<file path="config.mk">
export PLATFORM = sky130hd
export DESIGN_NAME = req_rr_arb
export DESIGN_NICKNAME = d
export VERILOG_FILES = /design/src/rtl/req_rr_arb.sv
export SDC_FILE = /design/constraint.sdc
export NUM_CORES = 1
export LEC_CHECK = 0
export BUFFER_PORTS_ARGS = -buffer_cell sky130_fd_sc_hd__buf_2
export CORE_ASPECT_RATIO = 0.8
export CORE_MARGIN = 4
export CORE_UTILIZATION = 40
export DETAILED_ROUTE_END_ITERATION = 10
export GPL_ROUTABILITY_DRIVEN = 0
export MAX_ROUTING_LAYER = met4
export PLACE_DENSITY = 0.72
export SYNTH_ARGS = -nofsm -noshare
export SYNTH_HDL_FRONTEND = slang
export SYNTH_SLANG_ARGS = --single-unit
</file>
<file path="constraint.sdc">
create_clock -name clk -period 2.47 [get_ports clk]
set_input_delay 0.494 -clock clk [delete_from_list [all_inputs] [get_ports clk]]
set_output_delay 0.494 -clock clk [all_outputs]
set_load 0.01 [all_outputs]
</file>
<file path="src/rtl/req_rr_arb.sv">
// req_rr_arb: round-robin level req/gnt arbiter with one-cycle release gap; ARB_FAIR_EN enables preemption of long holders
module req_rr_arb #(
  parameter int N        = 4,
  parameter int IDW      = 2,
  parameter int MAX_HOLD = 8
) (
  input  logic           clk,
  input  logic           rst,
  input  logic [N-1:0]   req,
  output logic [N-1:0]   gnt,
  output logic           gnt_valid,
  output logic [IDW-1:0] gnt_id,
  output logic           busy,
  output logic           preempt
);
  typedef enum logic [1:0] {IDLE, GRANT, RELEASE} state_t;
  state_t         state_q, state_d;
  logic [IDW-1:0] ptr_q, ptr_d, id_q, id_d, win, idx;
  logic [N-1:0]   gnt_q, gnt_d;
  logic           found, own_req;
`ifdef ARB_FAIR_EN
  localparam int HW = $clog2(MAX_HOLD);
  localparam logic [HW-1:0] HMAX = HW'(MAX_HOLD - 1);
  logic [HW-1:0]  hold_q, hold_d;
  logic           preempt_q, preempt_d;
`endif
  assign own_req   = req[id_q];
  assign gnt       = gnt_q;
  assign gnt_valid = |gnt_q;
  assign gnt_id    = id_q;
  assign busy      = state_q != IDLE;
`ifdef ARB_FAIR_EN
  assign preempt   = preempt_q;
`else
  assign preempt   = 1'b0;
`endif
  // first requester at or after ptr, wrapping modulo N
  always_comb begin
    found = 1'b0;
    win   = '0;
    idx   = '0;
    for (int k = 0; k < N; k++) begin
      idx = IDW'((int'(ptr_q) + k) % N);
      if (!found && req[idx]) begin
        found = 1'b1;
        win   = idx;
      end
    end
  end
  // next-state: grant in IDLE, hold or release in GRANT, single gap cycle in RELEASE
  always_comb begin
    state_d = state_q;
    ptr_d   = ptr_q;
    gnt_d   = gnt_q;
    id_d    = id_q;
`ifdef ARB_FAIR_EN
    hold_d    = hold_q;
    preempt_d = 1'b0;
`endif
    case (state_q)
      IDLE: if (found) begin
        state_d = GRANT;
        gnt_d   = N'(1) << win;
        id_d    = win;
        ptr_d   = (win == IDW'(N - 1)) ? '0 : win + 1'b1;
`ifdef ARB_FAIR_EN
        hold_d  = '0;
`endif
      end
      GRANT: if (!own_req) begin
        state_d = RELEASE;
        gnt_d   = '0;
        id_d    = '0;
      end
`ifdef ARB_FAIR_EN
      else if (hold_q == HMAX && |(req & ~gnt_q)) begin
        state_d   = RELEASE;
        gnt_d     = '0;
        id_d      = '0;
        preempt_d = 1'b1;
      end else begin
        hold_d = (hold_q == HMAX) ? hold_q : hold_q + 1'b1;
      end
`endif
      RELEASE: state_d = IDLE;
      default: state_d = IDLE;
    endcase
  end
  // state registers, cleared asynchronously while rst is low
  always_ff @(posedge clk or negedge rst) begin
    if (!rst) begin
      state_q <= IDLE;
      ptr_q   <= '0;
      gnt_q   <= '0;
      id_q    <= '0;
`ifdef ARB_FAIR_EN
      hold_q    <= '0;
      preempt_q <= 1'b0;
`endif
    end else begin
      state_q <= state_d;
      ptr_q   <= ptr_d;
      gnt_q   <= gnt_d;
      id_q    <= id_d;
`ifdef ARB_FAIR_EN
      hold_q    <= hold_d;
      preempt_q <= preempt_d;
`endif
    end
  end
endmodule

</file>
=== Word level (Yosys, flattened, before mapping) ===
Cells that the tools add are included.

* Register bits: 10
* Output and inout port bits: 9
* Word-level logic and storage cells: 59

* Add/subtract/negate cells: 4
* Magnitude comparators: 5
* Equality and inequality tests: 4
* Reductions and logical operators: 13
* Shift-type cells: 1
* Mux-type cells: 28

{| class="wikitable"
|+ Operators with widths
! operator !! number
|-
| two-way mux 2 bit || 9
|-
| < comparator 2 x 3 -> 1 bit (second input constant) || 5
|-
| binary-select mux 1 bit (select 2 bit) || 5
|-
| two-way mux 1 bit || 9
|-
| two-way mux 4 bit || 2
|-
| case mux 2 bit (2 select lines) || 2
|-
| case mux 4 bit (2 select lines) || 1
|-
| adder 2 x 1 -> 2 bit (second input constant) || 2
|-
| adder 2 bit (second input constant) || 2
|-
| inequality test 2 bit (second input constant) || 2
|-
| AND reduction 2 bit || 2
|-
| nonzero test 2 bit || 2
|-
| OR reduction 4 bit || 1
|-
| left shift 1 x 2 -> 4 bit (first input constant) || 1
|-
| logical AND 1 bit || 3
|-
| logical NOT 1 bit || 3
|-
| AND reduction 3 bit || 1
|-
| equality test 2 x 1 -> 1 bit (second input constant) || 1
|-
| equality test 2 bit (second input constant) || 1
|-
| logical NOT 2 bit || 1
|}

=== Longest topological paths before layout ===
* Depth in word-level cells: 15
* Mapped depth: 8
* Gate-level depth less buffers: 8

=== Worst setup path before layout ===
Ideal clock, no wire load.

* Kind: input to register
* Start point: input req[2]
* End point: register ptr_q[1]
* Path buffers: 0
* Required time: 2345 ps
* Stages: 6
* Path slack: 677 ps
* Data arrival time: 1668 ps
* Cells stage by stage: nor2b_1 > o21a_1 > a211o_1 > nor2_1 > ha_1 > mux2_2

* Word-level cells in the longest chain between the ends: 14
* Elaborated cells on any way between the ends: 26
* Those cells by class: add/sub (1); eq/ne (1); mux (17); reduce/logical (7)

{| class="wikitable"
|+ RTL lines
! element !! line !! RTL
|-
| from (decl) || 9 || <nowiki>input logic [N-1:0] req,</nowiki>
|-
| binary-select mux 1 bit (select 2 bit) || 44 || <nowiki>if (!found && req[idx]) begin</nowiki>
|-
| two-way mux 1 bit (implied by the code) || 44 ||
|-
| two-way mux 1 bit || 44 ||
|-
| logical NOT 1 bit || 44 ||
|-
| logical AND 1 bit || 44 ||
|-
| two-way mux 1 bit || 44 ||
|-
| logical NOT 1 bit || 44 ||
|-
| logical AND 1 bit || 44 ||
|-
| two-way mux 1 bit || 44 ||
|-
| logical NOT 1 bit || 44 ||
|-
| logical AND 1 bit || 44 ||
|-
| two-way mux 2 bit || 44 ||
|-
| adder 2 x 1 -> 2 bit or equality test 2 bit (tied branches) || 65 || <nowiki>ptr_d = (win == IDW'(N - 1)) ? '0 : win + 1'b1;</nowiki>
|-
| two-way mux 2 bit || 65 ||
|-
| to (signal assigned) || 102 || <nowiki>ptr_q <= ptr_d;</nowiki>
|-
| to (decl) || 18 || <nowiki>logic [IDW-1:0] ptr_q, ptr_d, id_q, id_d, win, idx;</nowiki>
|}

Several ways; a longest one is shown, not always the timed one. The select of a mux whose other input is x is not followed.
A chain may end at the register's enable or synchronous reset.

=== Final worst setup path ===
* Start point: input req[1]
* End point: register gnt_q[3], in the netlist gnt[3]

* Word-level cells in the longest chain between the ends: 15
* Elaborated cells on any way between the ends: 30
* Those cells by class: eq/ne (2); shift (1); mux (20); reduce/logical (7)

{| class="wikitable"
|+ RTL lines
! element !! line !! RTL
|-
| binary-select mux 1 bit (select 2 bit) || 44 ||
|-
| two-way mux 1 bit (implied by the code) || 44 ||
|-
| two-way mux 1 bit || 44 ||
|-
| logical NOT 1 bit || 44 ||
|-
| logical AND 1 bit || 44 ||
|-
| two-way mux 1 bit || 44 ||
|-
| logical NOT 1 bit || 44 ||
|-
| logical AND 1 bit || 44 ||
|-
| two-way mux 1 bit || 44 ||
|-
| logical NOT 1 bit || 44 ||
|-
| logical AND 1 bit || 44 ||
|-
| two-way mux 2 bit || 44 ||
|-
| left shift 1 x 2 -> 4 bit || 63 || <nowiki>gnt_d = N'(1) << win;</nowiki>
|-
| two-way mux 4 bit || 61 || <nowiki>IDLE: if (found) begin</nowiki>
|-
| case mux 4 bit (2 select lines) || 60 || <nowiki>case (state_q)</nowiki>
|-
| to (signal assigned) || 103 || <nowiki>gnt_q <= gnt_d;</nowiki>
|-
| to (decl) || 19 || <nowiki>logic [N-1:0] gnt_q, gnt_d;</nowiki>
|}

Several ways; a longest one is shown, not always the timed one. The select of a mux whose other input is x is not followed.

==> run summary <==
STA
--------------------------------------------------------------------------------
Hold Slack                                                               74.3 ps
Max Clock Skew                                                           7.32 ps
Highest achievable clock rate                                            530 MHz
Fin crit period                                                          1890 ps
Number of slew-limit violations in the final report                            0
Crit path setup slack, layout                                             585 ps
Total negative slack for setup checks                                       0 ps
RSZ-0062 raised after global routing                                          no
Final worst-path cycle share                                               0.763
Pin slew with the least headroom to its limit                             557 ps
Max_slew headroom                                                          0.627
Setup violations, final                                                        0
Final count of hold timing violations                                          0

POWER
--------------------------------------------------------------------------------
Static Leakage                                                          0.356 nW
Fraction of power consumed by combinational cells                          0.470
Total chip power                                                        0.911 mW
Net Sw Power                                                            0.372 mW
Power Density                                                       1180 nW/um^2
Share of power burned in the clock network                                 0.157
Net switching share of the total power                                     0.408
Total internal power                                                    0.539 mW
Highest ir drop seen on vdd                                               533 uV
Relative contribution of sequential cells to total power                   0.373

CLOCKING
--------------------------------------------------------------------------------
Clock transition at the registers of the reported paths                    70 ps
Deepest clock path buffer count                                                2
Count of clock tree sinks                                                     10
Cell chosen for the clock root                                      sky130_fd_sc_hd__clkbuf_4
Total number of H-tree levels                                                  1
Number of gates resized after CTS                                              0
Post-CTS repair timing setup buffer count                                      0
CTS Hold Buffers Added                                                         0
Worst-skew pair later-pin latency                                         260 ps
Total clock buffers created by CTS                                             3
TritonCTS clock tree                                                       built

YOSYS
--------------------------------------------------------------------------------
Multiplexer share of the synthesized area                                 0.0668
Largest family of logic cells by synthesized area                   simple AND/OR/NAND/NOR gates
Synth Area in Compound Gates                                               0.179
Synth cell types                                                              29
Mean cell area of the mapped netlist                                  9.37 sq um
Syn. warnings                                                                  0
Number of synthesized register bits                                           10
Post-Synthesis Net Count                                                      80
Gate Count Post-Synth                                                         70
Simple-Gate Fraction of Synth Area                                         0.252
Sequential-to-total area share from yosys stat                             0.382
Post-Synthesis Cell Area                                               656 sq um
Synth Area in Adders                                                      0.0763
XOR/XNOR Fraction of Synth Area                                                0

WORST SETUP PATH
--------------------------------------------------------------------------------
Buffers plus inverters on the worst setup path                                 2
CP max FO                                                                      6
Kind of end point of the critical path                                 flip-flop
Critical path startpoint category                                     input port
Cell type group with the largest total delay on the critical path   compound AO/OA/AOI/OAI gates
Largest stage delay on the critical path                                  490 ps
Critical-path top delay cell                                        sky130_fd_sc_hd__o32ai_1
Setup slack of the most critical reg-to-reg path                          620 ps
Worst endpoint required time                                             2600 ps
Kind of critical path                                                     in2reg
Chain of cells forming the critical path                            buf_2 > nand2b_1 > a21oi_1 > o32ai_1 > inv_1 > ha_1 > nor3b_1 > a21oi_1 > o21ai_0
Endpoint arrival time on the critical path                               2010 ps
Most numerous cell on the critical path                             sky130_fd_sc_hd__a21oi_1
Start point of the critical path                                          req[1]
Worst reg2reg startpoint                                                ptr_q[0]

FLOORPLAN
--------------------------------------------------------------------------------
Die W                                                               53.3 microns
Total number of placement rows                                                12
I/O pin count                                                                 15
Initial Util                                                               0.446
Die height                                                          44.2 microns
Die Area                                                              2350 sq um
Area of the core region                                               1470 sq um

ROUTING
--------------------------------------------------------------------------------
Via-per-instance ratio                                                      5.14
Average wire per standard cell                                      12.9 microns
Detailed-route DRC error count                                                 0
DRC marker count from the first detailed-route iteration                       5
Total number of vias                                                         540
Number of iterations in the first detailed-routing pass                        3
Post-route ant nets                                                            0
Total wirelength of the detailed-routed design                      1350 microns

WORST HOLD PATH
--------------------------------------------------------------------------------
Worst Hold Class                                                        in2async

PLACE
--------------------------------------------------------------------------------
Placed wire-length estimate after detailed placement                1080 microns
Buffers added on ports                                                        13
Worst slack at placement                                                  325 ps

FINAL LAYOUT
--------------------------------------------------------------------------------
Util after Layout                                                          0.523
ANT cells                                                                      0
Synth-to-layout area growth                                                17.4%
Fraction of final layout cells sized beyond drive strength 1               0.250
Leading cell types in the layout, fill and taps excluded            sky130_fd_sc_hd__buf_2 (13), sky130_fd_sc_hd__dfrtp_1 (10), sky130_fd_sc_hd__nor2b_1 (6), sky130_fd_sc_hd__a21oi_1 (6), sky130_fd_sc_hd__o21ai_0 (6)
Most common cell after layout, fill and taps aside                  sky130_fd_sc_hd__buf_2
Final net count                                                               95

GLOBAL ROUTE
--------------------------------------------------------------------------------
Antenna violations before repair                                               0
Via count of the first global-routing pass                                   512
Global Route Usage Sum                                                     0.139
Pin count of the biggest net entering global routing                          12
First-pass GRT wire length                                          2280 microns
Grt total ovfl                                                                 0

JOB
--------------------------------------------------------------------------------
Count of max-cap constraint violations                                         0

STATUS
--------------------------------------------------------------------------------
Outcome                                                             finished, final reports clean

[synth_stat cells]
cell type | n | area share
sky130_fd_sc_hd__nor4_2 | 1 | 0.019
sky130_fd_sc_hd__nor2b_1 | 6 | 0.057
sky130_fd_sc_hd__o21a_1 | 1 | 0.011
sky130_fd_sc_hd__nand2_1 | 5 | 0.029
sky130_fd_sc_hd__dfrtp_1 | 10 | 0.38
sky130_fd_sc_hd__o211ai_1 | 1 | 0.011
sky130_fd_sc_hd__o32ai_1 | 1 | 0.013
sky130_fd_sc_hd__or2_1 | 2 | 0.019
sky130_fd_sc_hd__clkbuf_1 | 1 | 0.0057
sky130_fd_sc_hd__mux2i_1 | 1 | 0.015
sky130_fd_sc_hd__nor3b_1 | 5 | 0.057
sky130_fd_sc_hd__a211o_1 | 1 | 0.013
sky130_fd_sc_hd__nor2_1 | 2 | 0.011
sky130_fd_sc_hd__inv_1 | 1 | 0.0057
sky130_fd_sc_hd__o21ai_1 | 2 | 0.015
sky130_fd_sc_hd__mux2_2 | 1 | 0.017
sky130_fd_sc_hd__buf_4 | 1 | 0.011
sky130_fd_sc_hd__o21ai_0 | 6 | 0.046
sky130_fd_sc_hd__nor3_1 | 1 | 0.0076
sky130_fd_sc_hd__or4_1 | 1 | 0.011
sky130_fd_sc_hd__buf_2 | 2 | 0.015
sky130_fd_sc_hd__nand2b_1 | 3 | 0.029
sky130_fd_sc_hd__conb_1 | 1 | 0.0057
sky130_fd_sc_hd__ha_1 | 4 | 0.076
sky130_fd_sc_hd__nand3b_1 | 1 | 0.011
sky130_fd_sc_hd__a21oi_1 | 6 | 0.046
sky130_fd_sc_hd__mux4_2 | 1 | 0.034
sky130_fd_sc_hd__a21o_1 | 1 | 0.011
sky130_fd_sc_hd__a211oi_1 | 1 | 0.011
[power by group through the flow]
stage | clock, mW | sequential [mW] | combinational [mW]
5_1_grt | 0.156 | 0.351 | 0.488
4_1_cts | 0.149 | 0.337 | 0.436
3_3_place_gp | 0 | 0.335 | 0.420
3_5_place_dp | 0 | 0.340 | 0.434
6_report | 0.143 | 0.340 | 0.428
2_1_floorplan | 0 | 0.316 | 0.311
[worst register-to-register path, stage by stage (launching register included)]
cell                      delay, ps
sky130_fd_sc_hd__dfrtp_1        400
sky130_fd_sc_hd__nor2b_1         80
sky130_fd_sc_hd__o32ai_1        520
sky130_fd_sc_hd__inv_1          150
sky130_fd_sc_hd__ha_1           220
sky130_fd_sc_hd__nor3b_1        140
sky130_fd_sc_hd__a21oi_1        130
sky130_fd_sc_hd__o21ai_0         90
[state kept, by name (all words and copies together), names as in the netlist]
signal   count
ptr_q        2
gnt          4
gnt_id       2
state_q      2
[metal layers]
layer / GRT usage / wire length (microns) / up-vias
met5: - / 0 / -
met1: 0.169 / 631 / 255
met2: 0.213 / 650 / 8
met4: 0.0153 / 0 / 0
met3: 0.0707 / 73 / 0
li1: - / - / 277
[area by class of cell]
cell class	instances	area, sq um
clock buffer	4	36.3
sequential	10	250
fill	146	702
tap	21	26.3
inverter	1	3.75
multi-input combinational	55	380
timing repair buffer	14	72.6
[kinds of logic after synthesis]
kind of cell / Yosys count
and+or+nand+nor: 27
AOI/OAI and AO/OA: 20
buffers and inverters: 5
adders and majority gates: 4
muxes: 3
DFF: 10
other: 1
[path summary, 6_finish.rpt]
kind,cells past startpoint,to
worst max-delay path,9,gnt[3]
worst min-delay path,1,gnt_id[0]
worst max register to register,7,gnt[3]
worst min register to register,2,gnt[0]
max in group asynchronous,1,ptr_q[0]
min in group clk,2,gnt[0]
[metrics by stage]
| stage | instance area [sq um] | std cells |
|---|---|---|
| floorplan | 656 | 70 |
| global placement | 733 | 101 |
| detailed placement | 733 | 101 |
| CTS | 769 | 105 |
| global route | 769 | 105 |
| finish | 769 | 105 |
Note: power is estimated with default switching activity, not from simulation.
